--- config.mk ---
export PLATFORM = sky130hd
export DESIGN_NAME = vga_sync_gen
export DESIGN_NICKNAME = d
export VERILOG_FILES = /design/src/rtl/vga_sync_gen.sv
export SDC_FILE = /design/constraint.sdc
export NUM_CORES = 1
export LEC_CHECK = 0
export CELL_PAD_IN_SITES_DETAIL_PLACEMENT = 1
export CELL_PAD_IN_SITES_GLOBAL_PLACEMENT = 1
export CORE_ASPECT_RATIO = 1.2
export CORE_MARGIN = 1.5
export CORE_UTILIZATION = 51
export CTS_CLUSTER_DIAMETER = 150
export CTS_CLUSTER_SIZE = 20
export DETAILED_ROUTE_END_ITERATION = 10
export DONT_BUFFER_PORTS = 1
export GPL_TIMING_DRIVEN = 0
export PLACE_DENSITY_LB_ADDON = 0.1
export SYNTH_ARGS = -nofsm -noshare
export SYNTH_HDL_FRONTEND = slang
export SYNTH_SLANG_ARGS = --single-unit
--- constraint.sdc ---
create_clock -name CLK -period 8.8 [get_ports CLK]
set_clock_uncertainty 0.1 [all_clocks]
set_input_delay 1.76 -clock CLK [delete_from_list [all_inputs] [get_ports CLK]]
set_output_delay 1.76 -clock CLK [all_outputs]
set_load 0.05 [all_outputs]
--- src/rtl/vga_sync_gen.sv ---
// vga_sync_gen: raster timing generator that produces the pixel coordinate bus plus sync,
// active and frame-start flags, all registered together so they describe the same pixel.
module vga_sync_gen #(
    parameter int   H_VIS  = 1280,
    parameter int   H_FP   = 48,
    parameter int   H_SYNC = 112,
    parameter int   H_BP   = 248,
    parameter int   V_VIS  = 1024,
    parameter int   V_FP   = 1,
    parameter int   V_SYNC = 3,
    parameter int   V_BP   = 38,
    parameter logic HS_POL = 1'b1,
    parameter logic VS_POL = 1'b1
) (
    input  logic        CLK,
    input  logic        RESET_N,
    input  logic        CE,
    output logic [11:0] VGA_horzCoord,
    output logic [11:0] VGA_vertCoord,
    output logic        VGA_HS,
    output logic        VGA_VS,
    output logic        VGA_ACTIVE,
    output logic        FRAME_START
);
    localparam int H_TOTAL = H_VIS + H_FP + H_SYNC + H_BP;
    localparam int V_TOTAL = V_VIS + V_FP + V_SYNC + V_BP;
    localparam logic [11:0] H_LAST = 12'(H_TOTAL - 1);
    localparam logic [11:0] V_LAST = 12'(V_TOTAL - 1);
    // 13-bit bounds so a sync window ending exactly at 4096 still compares correctly
    localparam logic [12:0] H_VIS_B = 13'(H_VIS);
    localparam logic [12:0] HS_BEG  = 13'(H_VIS + H_FP);
    localparam logic [12:0] HS_END  = 13'(H_VIS + H_FP + H_SYNC);
    localparam logic [12:0] V_VIS_B = 13'(V_VIS);
    localparam logic [12:0] VS_BEG  = 13'(V_VIS + V_FP);
    localparam logic [12:0] VS_END  = 13'(V_VIS + V_FP + V_SYNC);

    if (H_TOTAL > 4096 || V_TOTAL > 4096) begin : g_range_err
        $error("vga_sync_gen: H_TOTAL and V_TOTAL must not exceed 4096");
    end

    logic        h_wrap;
    logic [11:0] h_nxt;
    logic [11:0] v_nxt;
    logic        hs_nxt;
    logic        vs_nxt;
    logic        active_nxt;
    logic        fs_nxt;

    // Flags are derived from the next position so they land on the same edge as the coordinates
    always_comb begin
        h_wrap     = VGA_horzCoord == H_LAST;
        h_nxt      = h_wrap ? 12'd0 : VGA_horzCoord + 12'd1;
        v_nxt      = !h_wrap ? VGA_vertCoord :
                     (VGA_vertCoord == V_LAST) ? 12'd0 : VGA_vertCoord + 12'd1;
        hs_nxt     = ({1'b0, h_nxt} >= HS_BEG && {1'b0, h_nxt} < HS_END) ? HS_POL : ~HS_POL;
        vs_nxt     = ({1'b0, v_nxt} >= VS_BEG && {1'b0, v_nxt} < VS_END) ? VS_POL : ~VS_POL;
        active_nxt = ({1'b0, h_nxt} < H_VIS_B) && ({1'b0, v_nxt} < V_VIS_B);
        fs_nxt     = (h_nxt == 12'd0) && (v_nxt == 12'd0);
    end

    // Reset parks on the last blanking pixel so the first advance lands on (0,0)
    always_ff @(posedge CLK or negedge RESET_N) begin
        if (!RESET_N) begin
            VGA_horzCoord <= H_LAST;
            VGA_vertCoord <= V_LAST;
            VGA_HS        <= ~HS_POL;
            VGA_VS        <= ~VS_POL;
            VGA_ACTIVE    <= 1'b0;
            FRAME_START   <= 1'b0;
        end else if (CE) begin
            VGA_horzCoord <= h_nxt;
            VGA_vertCoord <= v_nxt;
            VGA_HS        <= hs_nxt;
            VGA_VS        <= vs_nxt;
            VGA_ACTIVE    <= active_nxt;
            FRAME_START   <= fs_nxt;
        end
    end
endmodule

Word-level counts from Yosys, hierarchy flattened --
Cells that the tools add are included.
Word-level totals: flip-flop bits (word level) 28, input bits 3, output and inout port bits 28, word-level logic and storage cells 27
Cells by class: add/subtract/negate cells 2, order comparisons 6, equality and inequality tests 2, mux-type cells 5, reductions and logical operators 6
Operators by type and width (number):
- 12-bit by 11-bit < comparator with 1-bit output, second input constant | 4
- 12-bit two-way mux | 3
- 12-bit by 1-bit adder with 12-bit output, second input constant | 2
- 12-bit by 11-bit == test with 1-bit output, second input constant | 2
- 12-bit by 11-bit >= comparator with 1-bit output, second input constant | 2
- 12-bit zero test | 2
- 1-bit logical AND | 4
- 1-bit two-way mux | 2

Longest topological paths before layout --
Gate-level depths: netlist of the first run.
word-level depth 6, mapped depth 9, gate-level depth less buffers 8

Worst setup path before layout of the first run --
No wires, ideal clock.
path kind flip-flop to flip-flop, start point register VGA_horzCoord[3], end point register FRAME_START, setup time 0.103 ns, arrival time 2.859 ns, required time 8.597 ns, slack 5.737 ns, stages on the path, launching flop included 9, buffers on the path 2, clock period less this slack 3.063 ns, cell sequence dfrtp_1 -> buf_6 -> or4_4 -> or3_1 -> clkbuf_2 -> or4_1 -> a32oi_1 -> nand4_1 -> o41ai_2
Between the ends: word-level cells in the longest chain between the ends 4, elaborated cells on any way between the ends 7, those cells by class add/sub (1); eq/ne (1); mux (2); reduce/logical (3)
Ends and longest elaborated chain:
- start: declaration | RTL line 18 | output logic [11:0] VGA_horzCoord,
- start signal: assignment | RTL line 71 | VGA_horzCoord <= h_nxt;
- 12-bit by 1-bit adder with 12-bit output / 12-bit by 11-bit == test with 1-bit output (equally long branches) | RTL line 52, 51
- 12-bit two-way mux, on equally long branches | RTL line 52, 53
- 12-bit zero test | RTL line 58 | fs_nxt = (h_nxt == 12'd0) && (v_nxt == 12'd0);
- 1-bit logical AND (*) | RTL line 58
- end signal: assignment | RTL line 76 | FRAME_START <= fs_nxt;
- end: declaration | RTL line 23 | output logic FRAME_START
Every way passes the cells marked *; elsewhere a longest branch is shown, timed or not. A chain may end at the register's enable or synchronous reset.

Worst setup path in the final report of the first run --
start point register VGA_vertCoord[0], end point register FRAME_START
Between the ends: word-level cells in the longest chain between the ends 5, elaborated cells on any way between the ends 6, those cells by class add/sub (1); eq/ne (1); mux (2); reduce/logical (2)
Ends and longest elaborated chain:
- start: declaration | RTL line 19 | output logic [11:0] VGA_vertCoord,
- start signal: assignment | RTL line 72 | VGA_vertCoord <= v_nxt;
- 12-bit by 1-bit adder with 12-bit output / 12-bit by 11-bit == test with 1-bit output (equally long branches) | RTL line 54 | (VGA_vertCoord == V_LAST) ? 12'd0 : VGA_vertCoord + 12'd1;
- 12-bit two-way mux | RTL line 54
- 12-bit two-way mux (*) | RTL line 53 | v_nxt = !h_wrap ? VGA_vertCoord :
- 12-bit zero test (*) | RTL line 58
- 1-bit logical AND (*) | RTL line 58
Marks and branches as above.

==> metrics.txt, run 1 <==
clk_lat worst skew around 280 ps; initial antenna violation count 0; Hold Vio Cnt, Final 0; finished layout cell area 2030 um^2; final worst slack about 5400 ps; syn avg cell area 8.46 um^2; # rows 24; Rel. slew slack 0.551; Post-CTS Setup Bufs 0; total die area 4140 um^2; maxcap violations 0; via count between 1500 and 2000; Core Box Area roughly 3600 um^2; clock tree buffer depth 2; CTS clk-pin slew, worst paths approximately 90 ps; Mapped Area approximately 1900 um^2; # hold bufs at CTS 0; Synth area leader dfrtp_1; largest net degree at the start of global routing 29; CTS tree yes; Reg-to-Reg Start VGA_vertCoord[0]; crit end category flip-flop; Gate Count Post-Synth 227; Routed WL per cell between 15 and 20 um; Final #Nets 238; Initial Util 0.528; DP Area between 1500 and 2000 um^2; Worst EP arrival approximately 3500 ps; ranking of synthesized cells by area dfrtp_1 (22%), dfstp_2 (15%), nand2_1 (5.1%); top cells by count, synth nand2_1 (26), nor2_1 (19), dfrtp_1 (17), o21ai_0 (17), nand3_1 (12); Synth top area share 0.222; router iterations before antenna repair 4; Critical Path Fanout Max 11; IO Pins 31; Crit. Startpoint VGA_vertCoord[0]; GRT overflow 0; fin crit share 0.389; Gates resized, CTS repair 0; worst slack at placement approximately 5400 ps; Hold Worst Slack between 500 and 600 ps; final std cells w/o fill 283; Post-Syn Nets 233; placed insts roughly 280; endpoints failing setup 0; CP Launch Type flip-flop; via/cell ratio roughly 6.4; Peak VDD IR ~220 uV; H-Tree Depth 1; Ant. Diodes 0; routability cong. 0.884; CP Data Required Time slightly below 9000 ps; DIE WIDTH slightly below 60 um; Post-synth EDFFs 0; Total Wirelength between 5000 and 6000 um; Setup TNS 0 ps; Static Leakage 0.740 nW; unrepaired setup endpoints after global routing false; # port buffers 0; die height around 70 um; Initial DRC Count 79; Worst Min Path Start VGA_horzCoord[0]; TritonCTS Buffers 3; Tightest Pin Transition about 670 ps; Synth Warn # 0; first-pass GRT wire length 9430 um; share of layout cells above drive strength 1 0.134; Finished Core Util 0.559; Total GRT Usage 0.296; Slew Viols, Final 0; sequential share of the synthesized area 0.372; most frequent cell after synthesis nand2_1; fraction of registers with async set or reset after synthesis 1.00; PwrDens 196 nW/um^2; fin crit period between 3000 and 4000 ps; Remaining DRCs 0; Max Freq between 200 and 300 MHz; HPWL Detailed between 4000 and 5000 um; Netlist cell types 49; Detail Route Antenna Nets 0; Synth Register Bits 28; worst hold path type flip-flop to flip-flop; Synth Flop Type dfrtp_1; total power about 400 uW; CTS root buf clkbuf_8; Area growth syn-to-layout 5.74%; WS Path Type flip-flop to flip-flop; vias in the first global route ~1900; CTS sink cnt 28; status complete, no violations
## critical path: stages, from the launching register on
cell and delay [ps]:
dfstp_2 810, ha_1 240, or4b_2 600, nor3_1 250, buf_2 260, o21ai_0 110, a21boi_0 430, nand4_1 180
o41ai_2 350
## state kept, by name, indices dropped and copies added, names as in the netlist
name           cells
VGA_vertCoord     12
VGA_ACTIVE         1
VGA_horzCoord     12
VGA_VS             1
FRAME_START        1
VGA_HS             1
## per-layer routing
metal	GRT usage	wire length (um)
met1	0.358	2250
met2	0.491	2810
met3	0.0537	287
met4	0.149	240
met5	0	0
## worst paths after layout
check	to	slack (ps)	depth (start not counted)
worst max-delay path	FRAME_START	5380	8
worst min-delay path	VGA_horzCoord[0]	540	1
worst max register to register	FRAME_START	5380	8
worst min register to register	VGA_horzCoord[0]	540	1
max in group asynchronous	VGA_horzCoord[4]	7360	0
min in group asynchronous	VGA_ACTIVE	1060	0
## area by class of cell
cell class	count	area [um^2]
Multi-Input combinational cell	173	1080
Clock buffer	4	45.0
Sequential cell	28	714
Tap cell	52	65.1
Buffer	17	91.3
Inverter	9	33.8
Fill cell	456	1600
## cell families after synthesis
kind of cell | after synthesis | synth area share
xor gates and xnor gates | 12 | 0.0548
and+or+nand+nor | 98 | 0.262
AOI/OAI and AO/OA | 54 | 0.194
DFF | 28 | 0.372
muxes | 6 | 0.0319
buffers and inverters | 26 | 0.0652
adders and majority gates | 3 | 0.0196
## placed cells by master (no fill, tap or decap), types with 4 or more instances in the layout
master / Yosys / final
nand2_1: 26 / 26
nor2_1: 19 / 19
dfrtp_1: 17 / 17
o21ai_0: 17 / 17
nand3_1: 12 / 12
dfstp_2: 11 / 11
nand4_1: 11 / 11
inv_1: 9 / 9
clkbuf_1: 8 / 9
nor3_1: 8 / 8
xnor2_1: 7 / 7
a21oi_1: 6 / 6
xor2_1: 5 / 5
mux2i_1: 5 / 5
buf_4: 4 / 4
o31ai_1: 4 / 4
o21a_1: 4 / 4
## where the power goes
| part | internal (mW) | total, mW | switching, mW |
|---|---|---|---|
| registers | 0.152 | 0.233 | 0.0815 |
| clock network | 0.0326 | 0.0726 | 0.0400 |
| logic | 0.0346 | 0.0928 | 0.0582 |
Power figures use the tool's default switching activity.
==> run 2: changes to the inputs <==
ABC_AREA = 1   (was not set)
CORE_UTILIZATION = 44   (was 51)
clock period = 3.25 ns   (was 8.8 ns; I/O delays follow)
==> run 2 against run 1 <==
Net effect: critical path type unchanged; largest cell class unchanged; area after synthesis is 12% higher; global-route usage fell by 1.7 points; cell count up 43%; first-iteration DRC count is 30% higher; total power grew to 3.9 times the previous value; critical path depth rose by 3; sequential share of layout area is 4.1 points lower; maximum frequency rose by 34%.
==> metrics.txt, run 2 <==
Mapped Area around 2100 um^2; crit end category flip-flop; DIE WIDTH 66.7 um; endpoints failing setup 0; Final #Nets ~360; maxcap violations 0; finished layout cell area 2300 um^2; placed insts around 400; Detail Route Antenna Nets 0; final std cells w/o fill roughly 410; final worst slack 697 ps; fraction of registers with async set or reset after synthesis 1.00; Remaining DRCs 0; status complete, no violations; ranking of synthesized cells by area nand2_1 (21%), dfrtp_1 (20%), dfstp_2 (13%); sequential share of the synthesized area 0.333; Gate Count Post-Synth approximately 340; Synth Flop Type dfrtp_1; Post-Syn Nets 349; initial antenna violation count 0; Synth area leader nand2_1; fin crit share 0.786; # rows 27; Synth Register Bits 28; DP Area 2220 um^2; first-pass GRT wire length 11200 um; Routed WL per cell roughly 17 um; unrepaired setup endpoints after global routing false; Slew Viols, Final 0; routability cong. around 0.92; worst slack at placement 736 ps; die height 79.5 um; PwrDens between 600 and 700 nW/um^2; WS Path Type flip-flop to flip-flop; syn avg cell area between 6 and 7 um^2; Netlist cell types 27; Gates resized, CTS repair 0; fin crit period ~2600 ps; Critical Path Fanout Max 8; via/cell ratio ~5.5; CTS tree yes; router iterations before antenna repair 4; reg2reg setup slack 700 ps; Hold Vio Cnt, Final 0; # port buffers 0; Largest regs VGA_horzCoord: 12 flops, VGA_vertCoord: 12 flops; Post-CTS Setup Bufs 0; Tightest Pin Transition approximately 900 ps; HPWL Detailed between 5000 and 6000 um; IO Pins 31; clock tree buffer depth 2; TritonCTS Buffers 3; Area growth syn-to-layout 7.18%; Core Box Area around 4600 um^2; Finished Core Util 0.497; share of layout cells above drive strength 1 0.121; most frequent cells in the layout nand2_1 (120), nor2_1 (40), inv_1 (38); largest net degree at the start of global routing 18; vias in the first global route 2261; Synth Warn # 0; Total GRT Usage 0.279; worst hold path type input port to async pin; Initial Util 0.463; CTS clk-pin slew, worst paths roughly 100 ps; CP Launch Type flip-flop; Ant. Diodes 0; GRT overflow 0; CP Data Required Time approximately 3400 ps; Static Leakage 1.10 nW; Total Wirelength ~7000 um; CTS sink cnt 28; Initial DRC Count between 100 and 150; total die area between 5000 and 6000 um^2; most frequent cell after synthesis nand2_1; via count around 2200; most common cell after layout, fill and taps aside nand2_1; top cells by count, synth nand2_1 (120), nor2_1 (40), inv_1 (38), nand3_1 (33), o21ai_0 (24); Post-synth EDFFs 0; Max Freq between 300 and 400 MHz; H-Tree Depth 1; Synth top area share 0.210; Rel. slew slack 0.390; clk_lat worst skew around 290 ps; CTS root buf clkbuf_8; Peak VDD IR ~650 uV; Setup TNS 0 ps; Worst EP arrival 2690 ps; filler cell count roughly 660
==> run 2: cell families (layout without fill, tap and decap cells) <==
group / Yosys count / count (layout) / synth area share
XOR/XNOR: 2 / 2 / 0.00817
adder cells (fa/ha/maj): 3 / 3 / 0.0175
AND/OR/NAND/NOR: 224 / 224 / 0.462
buffers and inverters: 53 / 58 / 0.0963
AO/OA/AOI/OAI: 33 / 33 / 0.0828
flip-flops: 28 / 28 / 0.333
==> run 2: path summary, 6_finish.rpt <==
kind,startpoint,cells past startpoint,to
min in group CLK,VGA_horzCoord[1],2,VGA_horzCoord[1]
worst max register to register,VGA_horzCoord[1],11,FRAME_START
max in group asynchronous,RESET_N,1,VGA_vertCoord[4]
worst min register to register,VGA_horzCoord[1],2,VGA_horzCoord[1]
worst max-delay path,VGA_horzCoord[1],11,FRAME_START
worst min-delay path,RESET_N,0,VGA_horzCoord[7]
==> run 2: cell type report <==
cell class | instances | area (um^2) | area share
tap | 58 | 72.6 | 0.0316
clock buffer | 3 | 41.3 | 0.0180
sequential | 28 | 714 | 0.311
buffer | 9 | 41.3 | 0.0180
clock inverter | 1 | 30.0 | 0.0131
multi-input combinational | 262 | 1220 | 0.532
inverter | 44 | 165 | 0.0719
timing repair buffer | 1 | 10.0 | 0.00435
==> run 2: worst max-delay path: stages, from the launching register on <==
cell	delay (ps)
dfstp_2	730
ha_1	300
nand2_2	130
nor2_1	220
nand3_2	270
nand3_1	230
nand2_1	70
inv_1	90
nand3_1	120
nor2_1	100
nand3_1	80
nand2_1	60
==> run 2: what timing repair did <==
action                                 4_1_cts  5_1_grt
setup endpoints to repair                    0        0
endpoints found under the hold margin       17        0
hold buffers                                 1        0
==> run 2: layer usage <==
| metal | global-route usage | share of wire | up-vias |
|---|---|---|---|
| met3 | 0.0339 | 0.020 | 10 |
| li1 | - | - | 1090 |
| met2 | 0.503 | 0.52 | 33 |
| met4 | 0.0796 | 0.018 | 0 |
| met1 | 0.344 | 0.44 | 1090 |
| met5 | 0 | 0 | - |
==> run 2: per-stage QoR <==
| stage | hold slack, ps | power, mW |
|---|---|---|
| detailed placement | 255 | 1.25 |
| global placement | 255 | 1.22 |
| CTS | 81.9 | 1.55 |
| floorplan | 254 | 1.11 |
| global route | 69.0 | 1.64 |
| finish | 89.2 | 1.54 |
==> run 2: report_power, final <==
group / total [mW] / internal (mW) / switching, mW / leakage (nW)
Combinational: 0.447 / 0.142 / 0.305 / 0.723
Sequential: 0.805 / 0.443 / 0.362 / 0.339
Clock: 0.287 / 0.165 / 0.122 / 0.0357
